[config.mk]
export PLATFORM = sky130hd
export DESIGN_NAME = quad_step_driver
export DESIGN_NICKNAME = d
export VERILOG_FILES = /design/src/rtl/quad_step_driver_pkg.sv /design/src/rtl/quad_step_driver_phase_filter.sv /design/src/rtl/quad_step_driver.sv
export SDC_FILE = /design/constraint.sdc
export NUM_CORES = 1
export LEC_CHECK = 0
export ABC_AREA = 1
export CORE_MARGIN = 2
export CORE_UTILIZATION = 30
export DETAILED_ROUTE_END_ITERATION = 16
export SLEW_MARGIN = 15
export SYNTH_ARGS = -nofsm -noshare
export SYNTH_HDL_FRONTEND = slang
export SYNTH_SLANG_ARGS = --single-unit
export TNS_END_PERCENT = 5
[constraint.sdc]
create_clock -name CLK -period 1.65 [get_ports CLK]
set_input_delay 0.2475 -clock CLK [delete_from_list [all_inputs] [get_ports CLK]]
set_output_delay 0.2475 -clock CLK [all_outputs]
set_load 0.005 [all_outputs]
[src/rtl/quad_step_driver_pkg.sv]
// Shared constants and the Gray-code step decoder for the quadrature front end.
package quad_step_driver_pkg;

  // Accepted phase encodings, written as {A,B}
  localparam logic [1:0] PH_00 = 2'b00;
  localparam logic [1:0] PH_01 = 2'b01;
  localparam logic [1:0] PH_11 = 2'b11;
  localparam logic [1:0] PH_10 = 2'b10;

  // UPDN encoding seen by the counter
  localparam logic DIR_UP = 1'b0;
  localparam logic DIR_DN = 1'b1;

  localparam int unsigned FILT_LEN_DEF = 4;
  localparam int unsigned WRAP_W_DEF   = 8;

  typedef enum logic [1:0] {
    StepNone,
    StepUp,
    StepDn,
    StepBad
  } step_e;

  // Classify one accepted transition. The up sequence is 00->01->11->10->00.
  function automatic step_e step_decode(input logic [1:0] old_ph, input logic [1:0] new_ph);
    step_e s;
    s = StepNone;
    if (old_ph == new_ph) begin
      s = StepNone;
    end else if ((old_ph ^ new_ph) == 2'b11) begin
      s = StepBad;
    end else begin
      case (old_ph)
        PH_00:   s = (new_ph == PH_01) ? StepUp : StepDn;
        PH_01:   s = (new_ph == PH_11) ? StepUp : StepDn;
        PH_11:   s = (new_ph == PH_10) ? StepUp : StepDn;
        PH_10:   s = (new_ph == PH_00) ? StepUp : StepDn;
        default: s = StepNone;
      endcase
    end
    return s;
  endfunction

endpackage

[src/rtl/quad_step_driver_phase_filter.sv]
// Two-flop synchroniser plus stability filter for the A/B phase pair.
// accept_o is a combinational strobe in the cycle the candidate is taken;
// phase_o still shows the previous accepted state during that cycle.
module quad_phase_filter
  import quad_step_driver_pkg::*;
#(
  parameter int unsigned FILT_LEN = FILT_LEN_DEF
) (
  input  logic       clk_i,
  input  logic       rst_i,
  input  logic       a_i,
  input  logic       b_i,
  output logic [1:0] phase_o,
  output logic [1:0] cand_o,
  output logic       accept_o
);

  localparam logic [3:0] CntLast = 4'(FILT_LEN - 1);

  logic [1:0] sync1_q, sync2_q, prev_q, acc_q, acc_d;
  logic [3:0] cnt_q, cnt_d;

  // Synchroniser chain, previous-candidate history, counter and accepted state
  always_ff @(posedge clk_i or posedge rst_i) begin
    if (rst_i) begin
      sync1_q <= PH_00;
      sync2_q <= PH_00;
      prev_q  <= PH_00;
      acc_q   <= PH_00;
      cnt_q   <= '0;
    end else begin
      sync1_q <= {a_i, b_i};
      sync2_q <= sync1_q;
      prev_q  <= sync2_q;
      acc_q   <= acc_d;
      cnt_q   <= cnt_d;
    end
  end

  // Count consecutive cycles of an unchanged, differing candidate; accept at the last count
  always_comb begin
    cnt_d    = cnt_q;
    acc_d    = acc_q;
    accept_o = 1'b0;
    if (sync2_q == acc_q) begin
      cnt_d = '0;
    end else if (sync2_q != prev_q) begin
      cnt_d = '0;
    end else if (cnt_q == CntLast) begin
      accept_o = 1'b1;
      acc_d    = sync2_q;
      cnt_d    = '0;
    end else begin
      cnt_d = cnt_q + 4'd1;
    end
  end

  assign phase_o = acc_q;
  assign cand_o  = sync2_q;

endmodule

[src/rtl/quad_step_driver.sv]
// Quadrature front end for a 4-bit up/down counter: step pulses,
// preset load, sticky illegal-transition flag and signed wrap accounting.
module quad_step_driver
  import quad_step_driver_pkg::*;
#(
  parameter int unsigned FILT_LEN = FILT_LEN_DEF,
  parameter logic [3:0]  PRESET   = 4'b0000,
  parameter int unsigned WRAP_W   = WRAP_W_DEF
) (
  input  logic                     CLK,
  input  logic                     MR,
  input  logic                     A,
  input  logic                     B,
  input  logic                     CLR,
  input  logic                     CO,
  output logic                     EN,
  output logic                     UPDN,
  output logic                     LOAD,
  output logic [3:0]               D,
  output logic                     ERR,
  output logic signed [WRAP_W-1:0] WRAPS
);

  localparam logic signed [WRAP_W-1:0] WrapMax = {1'b0, {(WRAP_W-1){1'b1}}};
  localparam logic signed [WRAP_W-1:0] WrapMin = {1'b1, {(WRAP_W-1){1'b0}}};
  localparam logic signed [WRAP_W-1:0] WrapOne = {{(WRAP_W-1){1'b0}}, 1'b1};

  logic [1:0] phase, cand;
  logic       accept;
  step_e      step;

  logic en_q, en_d, updn_q, updn_d, load_q, load_d, err_q, err_d;
  logic pend_q, pend_d, pdir_q, pdir_d;
  logic signed [WRAP_W-1:0] wraps_q, wraps_d;

  quad_phase_filter #(
    .FILT_LEN (FILT_LEN)
  ) u_filter (
    .clk_i    (CLK),
    .rst_i    (MR),
    .a_i      (A),
    .b_i      (B),
    .phase_o  (phase),
    .cand_o   (cand),
    .accept_o (accept)
  );

  assign step = step_decode(phase, cand);

  // Output and bookkeeping registers
  always_ff @(posedge CLK or posedge MR) begin
    if (MR) begin
      en_q    <= 1'b0;
      updn_q  <= DIR_UP;
      load_q  <= 1'b1;
      err_q   <= 1'b0;
      pend_q  <= 1'b0;
      pdir_q  <= DIR_UP;
      wraps_q <= '0;
    end else begin
      en_q    <= en_d;
      updn_q  <= updn_d;
      load_q  <= load_d;
      err_q   <= err_d;
      pend_q  <= pend_d;
      pdir_q  <= pdir_d;
      wraps_q <= wraps_d;
    end
  end

  // Decode accepted transitions, sample CO after each step, CLR overrides everything
  always_comb begin
    en_d    = 1'b0;
    updn_d  = updn_q;
    load_d  = 1'b1;
    err_d   = err_q;
    wraps_d = wraps_q;
    // The counter updates CO on the edge that consumes EN, so look one cycle later
    pend_d  = en_q;
    pdir_d  = en_q ? updn_q : pdir_q;

    if (accept) begin
      case (step)
        StepUp: begin
          en_d   = 1'b1;
          updn_d = DIR_UP;
        end
        StepDn: begin
          en_d   = 1'b1;
          updn_d = DIR_DN;
        end
        StepBad: err_d = 1'b1;
        default: ;
      endcase
    end

    // CO is level-held, so it is only meaningful on the sample cycle
    if (pend_q && CO) begin
      if (pdir_q == DIR_UP) begin
        if (wraps_q != WrapMax) wraps_d = wraps_q + WrapOne;
      end else begin
        if (wraps_q != WrapMin) wraps_d = wraps_q - WrapOne;
      end
    end

    // A dropped step keeps UPDN; the filter still moves its accepted state
    if (CLR) begin
      en_d    = 1'b0;
      updn_d  = updn_q;
      load_d  = 1'b0;
      err_d   = 1'b0;
      wraps_d = '0;
      pend_d  = 1'b0;
    end
  end

  assign EN    = en_q;
  assign UPDN  = updn_q;
  assign LOAD  = load_q;
  assign D     = PRESET;
  assign ERR   = err_q;
  assign WRAPS = wraps_q;

endmodule
## Yosys cells after proc, flatten, opt, wreduce, memory -nomap -nowiden

Cells that the tools add are included.

- Output and inout port bits: 16
- Bits in registers: 26
- Logic and storage cells: 76
- Input port bits: 6

- Eq/ne operators: 17
- Add/sub/neg operators: 3
- Mux-type cells: 27
- Reduce and logical (&&, ||, !) cells: 13
- Bitwise logic cells: 4

Operators with widths:

| cell | count |
|---|---|
| $mux 8 | 5 |
| $ne 8x8->1 const B | 2 |
| $eq 2x2->1 const B | 7 |
| $mux 2 | 6 |
| $mux 4 | 3 |
| $mux 1 | 11 |
| $reduce_and 3->1 | 3 |
| $add 8x2->8 const B | 1 |
| $pmux 2 s4 | 1 |
| $reduce_bool 2->1 | 4 |
| $sub 8x2->8 const B | 1 |
| $eq 2x1->1 const B | 3 |
| $add 4x1->4 const B | 1 |
| $eq 2x2->1 | 2 |
| $eq 4x2->1 const B | 1 |
| $logic_not 2->1 | 2 |
| $ne 3x2->1 const B | 1 |
| $not 1->1 | 3 |
| $reduce_bool 3->1 | 1 |
| $ne 2x2->1 | 1 |
| $pmux 1 s2 | 1 |
| $reduce_and 2->1 | 1 |
| $reduce_or 2->1 | 1 |
| $xor 2x2->2 | 1 |
| $logic_and 1x1->1 | 1 |

## Longest topological paths before layout

- Depth after elaboration: 10
- Gate-level depth with buffers: 11
- Gate-level depth less buffers: 11

## Hierarchy

A second synthesis with hierarchy kept.

- Cells, all modules: 214
- Area, all modules: 1605.3 sq um

Modules (own cells, without submodules):

| module | instances | cells an instance | seq. area each (sq um) | area each (sq um) |
|---|---|---|---|---|
| quad_step_driver | 1 | 157 | 351.6 | 1069.8 |
| quad_phase_filter | 1 | 57 | 300.3 | 535.5 |

## Worst setup path before layout

Ideal clock, no wire load.

- Path type: flip-flop to flip-flop
- Start point: reg pdir_q
- End point: reg wraps_q[6] (netlist: WRAPS[6])
- Clock period less this slack: 1599 ps
- Stages on the path, launching flop included: 9
- Setup time: 116 ps
- Data arrival time: 1483 ps
- Path buffers: 0
- Data required time: 1534 ps
- Path slack: 51 ps
- Path through: dfrtp_1 ha_1 or2_2 nand3b_1 nand2_1 nand2_1 nand2_1 nor2_1 nor2_1

- Cells in the longest elaborated chain, start to end: 3
- Elaborated cells between the ends (all ways): 6
- Those cells by class: 1 x eq/ne; 3 x mux; 2 x reduce/logical

RTL lines:

| what | RTL line | text |
|---|---|---|
| from (decl) | quad_step_driver.sv:33 | `logic pend_q, pend_d, pdir_q, pdir_d;` |
| from (signal assigned) | quad_step_driver.sv:66 | `pdir_q <= pdir_d;` |
| $mux 8 | quad_step_driver.sv:99 | `if (pdir_q == DIR_UP) begin` |
| $mux 8 | quad_step_driver.sv:98 | `if (pend_q && CO) begin` |
| $mux 8 | quad_step_driver.sv:107 | `if (CLR) begin` |
| to (signal assigned) | quad_step_driver.sv:67 | `wraps_q <= wraps_d;` |
| to (decl) | quad_step_driver.sv:34 | `logic signed [WRAP_W-1:0] wraps_q, wraps_d;` |

Parallel ways exist; a longest one is shown, timed or not. The select of a mux whose other input is x is not followed.
A chain may end at the register's enable or synchronous reset.

## Final worst setup path

- Start point: reg u_filter.sync2_q[0] (netlist: u_filter.cand_o[0])
- End point: reg updn_q (netlist: UPDN)

- Cells in the longest elaborated chain, start to end: 8
- Elaborated cells between the ends (all ways): 23
- Those cells by class: 9 x eq/ne; 10 x mux; 1 x bitwise; 3 x reduce/logical

RTL lines:

| what | RTL line | text |
|---|---|---|
| from (decl) | quad_step_driver_phase_filter.sv:20 | `logic [1:0] sync1_q, sync2_q, prev_q, acc_q, acc_d;` |
| from (signal assigned) | quad_step_driver_phase_filter.sv:33 | `sync2_q <= sync1_q;` |
| $eq 2x2->1, or another cell as far along | quad_step_driver_pkg.sv:36 | `PH_11: s = (new_ph == PH_10) ? StepUp : StepDn;` |
| $mux 2 (on tied branches) | -- |  |
| $pmux 2 s4 | quad_step_driver_pkg.sv:33 | `case (old_ph)` |
| $mux 2 | quad_step_driver_pkg.sv:30 | `end else if ((old_ph ^ new_ph) == 2'b11) begin` |
| $mux 2 | quad_step_driver_pkg.sv:28 | `if (old_ph == new_ph) begin` |
| $eq 2x2->1 / $eq 2x1->1 (equally long branches) | quad_step_driver.sv:83 | `case (step)` |
| $reduce_bool 2->1 (no line) | -- |  |
| $reduce_and 3->1 (no line) | -- |  |
| to (signal assigned) | quad_step_driver.sv:62 | `updn_q <= updn_d;` |
| to (decl) | quad_step_driver.sv:32 | `logic en_q, en_d, updn_q, updn_d, load_q, load_d, err_q, err_d;` |

Parallel ways exist; a longest one is shown, timed or not.

==> qor.txt <==
Status: finished clean
Clk_lat worst skew: 0.28 ns
CTS Buf Count: 3
Final Hold Viols: 0
DP Wirelength: 2.57 mm
DIE WIDTH: 76.4 microns
Pre-CTS setup slack: -0.0173 ns
Post-synth EDFFs: 0
Post-Syn Instances: 205
CTS clk-pin slew, worst paths: 0.10 ns
CP Capture Type: flop
GR Overflow Total: 0
Fin crit share: 0.976
Hold Crit Class: input port to asynchronous set/reset pin
Initial antenna violation count: 0
DR iter-0 viols: 38
Routed WL per cell: 11.0 microns
Max-cap viol count: 0
Cell Area, Synth: 1570 sq um
Seq cells post-synth: 26
Post-synth top cells: 63 x nand2_1, 26 x inv_1, 25 x dfrtp_1
Root cell of the clock tree: clkbuf_8
Minimum clock period: 1.61 ns
DIE AREA: 5840 sq um
CTS tree: done
Seq/Total Area, Yosys: 0.414
PnR worst setup slack: 0.0395 ns
Boundary Pins: 22
First-pass GRT wire length: 5.91 mm
Unique cell type count in the Yosys netlist: 24
Worst setup SP type: flop
Clock buffer depth: 2
Count of input and output buffers: 17
Synthesis Warnings: 0
Via count: 1,343
Most common cell in the netlist: nand2_1
DRT met1 WL: 1.55 mm
Placed cell area: 1920 sq um
FMAX: 0.621 GHz
CTS sink cnt: 26
Worst vdd ir: 0.342 mV
Detailed Route WL: 3.41 mm
Core footprint: 5070 sq um
Total GRT Usage: 0.124
Share of cells above drive strength 1: 0.203
Antenna viol nets, final: 0
Clock skew: 0.00724 ns
WP data arrival: 1.83 ns
Leakage: 1.07 nW
Max layer used: met4
RSZ-0062 raised after global routing: yes
Critical path type: flop to flop
Synth async-reset ratio: 1.00
Avg Synthesized Cell Area: 7.67 sq um
Post-layout util: 0.420
Remaining DRCs: 0
Worst hold slack: 0.321 ns
Die Y: 76.4 microns
Diode count: 0
Row count: 26
Synth area leaders: dfrtp_1 40%, nand2_1 15%, ha_1 7.2%
CP max FO: 3
Largest net degree at the start of global routing: 27
Top FF cell, synth: dfrtp_1
Pwr Total: 1.39 mW
# setup viols final: 0
Slew Limit Fails: 0
Pwr per Cell Area: 651 nW/um^2
Met2 wire length: 1.69 mm
Cell taking the most area after synthesis: dfrtp_1
Synth top area share: 0.398
Vias in the first global route: 1,347
Post-CTS Hold Fix Bufs: 0
H-tree levels: 1
Area Overhead vs Synth: 35.5%
Final instance area: 2130 sq um
Critical Path RT: 1.87 ns
Starting density of the core: 0.310
Final #Nets: 258
Vias per cell: 4.32
Pre-Repair DR Iteration Count: 4
GPL Wtd Cong: 0.838
Met3 wire len: 123 microns
final cells by class:
| class | instances | area [sq um] |
|---|---|---|
| fill | 531 | 2940 |
| clock inverter | 1 | 30.0 |
| clock buffer | 3 | 41.3 |
| inverter | 26 | 97.6 |
| multi-input combinational | 151 | 903 |
| timing repair buffer | 34 | 317 |
| sequential | 26 | 654 |
| tap | 70 | 87.6 |
logic make-up after synthesis:
family          synth area share
simple gates               0.321
buf+inv                   0.0843
flops                      0.414
compound gates            0.0382
xor+xnor                  0.0557
fa+ha+maj                 0.0843
other cells              0.00238
what timing repair did:
item / CTS / global route
resized for setup: 2 / 27
setup endpoints to repair: 4 / 7
pin swaps: 0 / 10
setup buffers: 0 / 2
through the flow:
step	std cells	setup TNS, ns
2_1_floorplan	208	0
6_report	311	0
4_1_cts	309	-0.000861
3_5_place_dp	305	-0.0349
5_1_grt	311	-0.271
3_3_place_gp	305	0
power by group:
| group | switching, mW | internal (mW) | total [mW] |
|---|---|---|---|
| Combinational | 0.0943 | 0.0869 | 0.181 |
| Sequential | 0.0146 | 0.656 | 0.671 |
| Clock | 0.210 | 0.325 | 0.535 |
cell usage in the layout, fill, tap and decap left out, types with 4 or more instances in the layout:
cell type        instances
buf_4                   12
buf_6                    5
clkdlybuf4s50_1         17
conb_1                   4
dfrtp_1                 23
ha_1                     4
ha_4                     5
inv_1                   23
nand2_1                 59
nand2_2                  4
nand3_1                 15
nor2_1                  22
o21ai_0                  6
xor2_1                   5
final timing paths:
check	startpoint	endpoint	slack [ns]	depth (start not counted)
setup / recovery	u_filter.cand_o[0]$_DFF_PP0_	UPDN$_DFFE_PP0P_	0.04	12
hold / removal	MR	WRAPS[2]$_DFFE_PP0P_	0.32	3
setup reg to reg	u_filter.cand_o[0]$_DFF_PP0_	UPDN$_DFFE_PP0P_	0.04	12
hold reg to reg	u_filter.sync1_q[1]$_DFF_PP0_	u_filter.cand_o[1]$_DFF_PP0_	0.36	0
max in group asynchronous	MR	LOAD$_DFF_PP1_	1.03	3
min in group CLK	u_filter.sync1_q[1]$_DFF_PP0_	u_filter.cand_o[1]$_DFF_PP0_	0.36	0
metal layers:
layer / track usage / up-vias
met5: 0 / -
li1: - / 703
met3: 0.0284 / 8
met1: 0.149 / 610
met2: 0.227 / 22
met4: 0.0273 / 0
critical path, stage by stage, from the launching register on:
cell     delay, ns
dfrtp_1       0.44
buf_6         0.14
xor2_1        0.13
nand2_1       0.09
nand2_1       0.08
inv_2         0.05
ha_4          0.25
inv_2         0.03
nor2_2        0.10
nand3_2       0.09
inv_2         0.06
nand2_1       0.04
nand2_1       0.05
flip-flops by register name (all words and copies together) (netlist names):
name              count
u_filter.sync1_q      2
u_filter.phase_o      2
UPDN                  1
u_filter.prev_q       2
EN                    1
pdir_q                1
u_filter.cnt_q        4
WRAPS                 8
pend_q                1
LOAD                  1
ERR                   1
u_filter.cand_o       2
Note: power is estimated with default switching activity, not from simulation.
==> variant 1: new RTL, config.mk and constraints unchanged <==
Register the output `WRAPS` once more, without a reset; this adds one clock of latency there. The other outputs are not delayed to match.
--- a/src/rtl/quad_step_driver.sv
+++ b/src/rtl/quad_step_driver.sv
@@ -119,6 +119,8 @@
   assign LOAD  = load_q;
   assign D     = PRESET;
   assign ERR   = err_q;
-  assign WRAPS = wraps_q;
+  always_ff @(posedge CLK) begin
+    WRAPS <= wraps_q;
+  end
 
 endmodule
Function: changed (a bounded check fails within 10 cycles, from zero or initial values).
==> variant 1 against the original RTL <==
Non-clock buffer count down 6. Power up 35%. Synthesized area increased by 12%. First-iteration DRC count up 21%. Setup slack gained 0.056 ns. Sequential cell count grew 8. Global-route usage fell by 0.55 points. Worst hold slack lost 0.0076 ns. Die area up 11%. Routed wire length about the same. Design area rose by 8.6%. Core utilization is 0.48 points lower. Sequential share of layout area grew 4.5 points.
==> variant 1: results (changes against the original RTL) <==
stage	metric	value	unit	change
pwr	comb_power	0.228	mW	was 0.181 mW
critical_path	reg2reg_depth	9		was 12
yosys	synth.distinct_cells	28		was 24
detailed_routing	first_iter_violations	46		was 38
yosys	syn_inst	218		was 205
finish	num-nets-final	267		was 258
global_routing	grt_pass1_wl	5.91	mm	about the same
detailed_routing	totalWireLength	3.41	mm	about the same
critical_path	critPathLaunch	pdir_q		was u_filter.cand_o[0]
pwr	switchingPower	0.463	mW	was 0.319 mW
worst_hold_path	hp-class	in -> async		unchanged
finish	layout-drive-gt1-share	19.4	%	was 20.3%
pwr	power_density	810	nW/um^2	was 651 nW/um^2
timing	clock_skew	0.00886	ns	was 0.00724 ns
critical_path	critPathArrivalTime	1.74	ns	was 1.83 ns
critical_path	timing.rr.start	pdir_q		was u_filter.cand_o[0]
critical_path	r2r_slack	0.1	ns	was 0.04 ns
critical_path	cpLargestDelayFamily	flip-flops		was simple AND/OR/NAND/NOR gates
placed_design	place_hpwl	2.47	mm	was 2.57 mm
yosys	yosys-top-cells-area	dfrtp_1 (36%), nand2_1 (16%), dfxtp_1 (9.1%)		was dfrtp_1 (40%), nand2_1 (15%), ha_1 (7.2%)
pwr	leakage	1.14	nW	was 1.07 nW
global_routing	grtUsageTotal	11.9	%	was 12.4%
critical_path	crit_path_max_incr_delay	0.54	ns	was 0.44 ns
pwr	ir_drop	384	uV	was 342 uV
clock_network	path_clk_slew	0.07	ns	was 0.10 ns
placed_design	numPlacedInstances	315		was 305
placed_design	dpl-instance-area	2070	um^2	was 1920 um^2
global_routing	grt_pass1_vias	1341		was 1347
outcome	status	complete, no violations		unchanged
clock_network	cts-buffers-inserted	5		was 3
finish	fill_cells	539		was 531
yosys	synthTopCellsByCount	nand2_1 (74), inv_1 (26), dfrtp_1 (25), nor2_1 (19), nand3_1 (11)		was nand2_1 (63), inv_1 (26), dfrtp_1 (25), nor2_1 (24), nand3_1 (16)
timing	fmax	643	MHz	was 621 MHz
pwr	pwr-share-seq	47.2	%	was 48.4%
placed_design	dp_slack	-0.0231	ns	was -0.0173 ns
finish	diodes	0		unchanged
timing	hold-worst-slack	0.313	ns	was 0.321 ns
placed_design	place_congestion	0.833		was 0.838
critical_path	crit_path_max_fanout	8		was 3
yosys	yosysSeqAreaShare	46.2	%	was 41.4%
critical_path	r2r_end	wraps_q[7]		was UPDN
==> variant 1: layout make-up <==
| cell class | instances | area [um^2] | share of cell area, % |
|---|---|---|---|
| clock inverters | 2 | 37.5 | 1.62 |
| inverters | 28 | 108 | 4.65 |
| well taps | 72 | 90.1 | 3.89 |
| flip-flops and latches | 34 | 815 | 35.2 |
| multi-input cells | 154 | 935 | 40.4 |
| repair buffers | 28 | 256 | 11.1 |
| clock buffers | 6 | 72.6 | 3.14 |
==> variant 1: logic make-up after synthesis <==
family,after synthesis,synth area share (%)
and+or+nand+nor,127,33.1
DFF,34,46.2
buffers and inverters,33,7.98
adders and majority gates,10,7.55
AOI/OAI and AO/OA,8,2.42
xor gates and xnor gates,5,2.49
other,1,0.213
==> variant 1: timing repair <==
action / CTS / global route
gates resized for setup: 1 / 21
pin swaps: 0 / 9
setup endpoints to repair: 3 / 6
setup buffers: 0 / 1
==> variant 1: metal layers <==
layer	wire, um	global-route usage, %
met5	0	0
met2	1550	18.7
met1	1660	15.4
met3	133	3.15
met4	65	5.08
==> variant 2: new RTL, config.mk and constraints unchanged <==
Without the edit above. The package constant `WRAP_W_DEF` goes from 8 to 6.
--- a/src/rtl/quad_step_driver_pkg.sv
+++ b/src/rtl/quad_step_driver_pkg.sv
@@ -12,7 +12,7 @@
   localparam logic DIR_DN = 1'b1;
 
   localparam int unsigned FILT_LEN_DEF = 4;
-  localparam int unsigned WRAP_W_DEF   = 8;
+  localparam int unsigned WRAP_W_DEF   = 6;
 
   typedef enum logic [1:0] {
     StepNone,
Ports: changed (resized WRAPS); port bits go from 22 to 20. The function was not compared with the original's and may differ.
==> variant 2 against the original RTL <==
Sequential cell count is 2 lower. Setup slack better by 0.040 ns. Largest cell class unchanged. Design area is 20% lower. Routed wire length is 24% lower. Sequential share of layout area is 5.0 points higher. Synthesized area is 13% lower. Power is 3.6% lower.
==> variant 2: results (changes against the original RTL) <==
stage	metric	value	unit	change
outcome	status	complete, no violations		unchanged
global_routing	grt_pass1_wl	4.54	mm	was 5.91 mm
pwr	pwr-share-clk	30.1	%	was 38.6%
pwr	switchingPower	0.374	mW	was 0.319 mW
global_routing	met3_usage	2.11	%	was 2.84%
placed_design	dpl-instance-area	1600	um^2	was 1920 um^2
detailed_routing	wl_met2	1.22	mm	was 1.69 mm
finish	num-nets-final	207		was 258
detailed_routing	m1WireLength	1.29	mm	was 1.55 mm
placed_design	place_congestion	0.779		was 0.838
finish	syn2layout_area_growth	24.8	%	was 35.5%
critical_path	crit_path_max_fanout	6		was 3
detailed_routing	wl_per_cell	10.7	um	was 11.0 um
finish	fill_cells	440		was 531
pwr	leakage	0.859	nW	was 1.07 nW
pwr	intPower	0.963	mW	was 1.07 mW
critical_path	r2r_end	WRAPS[4]		was UPDN
yosys	synth.distinct_cells	25		was 24
pwr	ir_drop	283	uV	was 342 uV
yosys	yosys-top-cells-area	dfrtp_1 (42%), nand2_1 (13%), ha_1 (6.4%)		was dfrtp_1 (40%), nand2_1 (15%), ha_1 (7.2%)
detailed_routing	first_iter_violations	41		was 38
critical_path	r2r_slack	0.11	ns	was 0.04 ns
global_routing	grt_pass1_vias	1021		was 1347
detailed_routing	totalWireLength	2.60	mm	was 3.41 mm
timing	period_share	95.2	%	was 97.6%
yosys	yosysSeqAreaShare	44.1	%	was 41.4%
critical_path	endpoint	WRAPS[0]		was UPDN
global_routing	grt_max_degree	14		was 27
detailed_routing	dr_wl_met3	69	um	was 123 um
detailed_routing	vias	1092		was 1343
critical_path	critPathLaunch	WRAPS[0]		was u_filter.cand_o[0]
pwr	combPwrFrac	20.2	%	was 13.1%
critical_path	timing.rr.start	WRAPS[1]		was u_filter.cand_o[0]
critical_path	crit_path_max_incr_delay	0.50	ns	was 0.44 ns
placed_design	place_hpwl	1.99	mm	was 2.57 mm
[variant 2: changes by cell type after synthesis, sizes merged, moves of 2 or more]
cell	change
ha	-2
nor2	-5
nand3b	-2
nand2	-11
nand4	+5
o21ai	+2
dfrtp	-2
inv	-4
a21o	-2
xor2	-3
nand3	-8
xnor2	-4
[variant 2: final cells by class]
class / count / area share, %
well taps: 52 / 3.82
inverters: 22 / 4.85
clock buffers: 4 / 3.24
repair buffers: 21 / 11.5
flip-flops and latches: 24 / 35.7
multi-input cells: 121 / 41.0
[variant 2: critical path, delay by kind of cell (launching register included)]
kind / cells / cell delay [ns]
flops: 1 / 0.39
buf+inv: 2 / 0.66
[variant 2: cells by family after synthesis]
kind of cell / Yosys count / share of synthesized area [%]
AO/OA/AOI/OAI: 13 / 4.95
XOR/XNOR: 3 / 1.93
adder cells (fa/ha/maj): 8 / 7.89
buffers and inverters: 27 / 8.81
flip-flops: 24 / 44.1
other: 1 / 0.275
AND/OR/NAND/NOR: 93 / 32.0
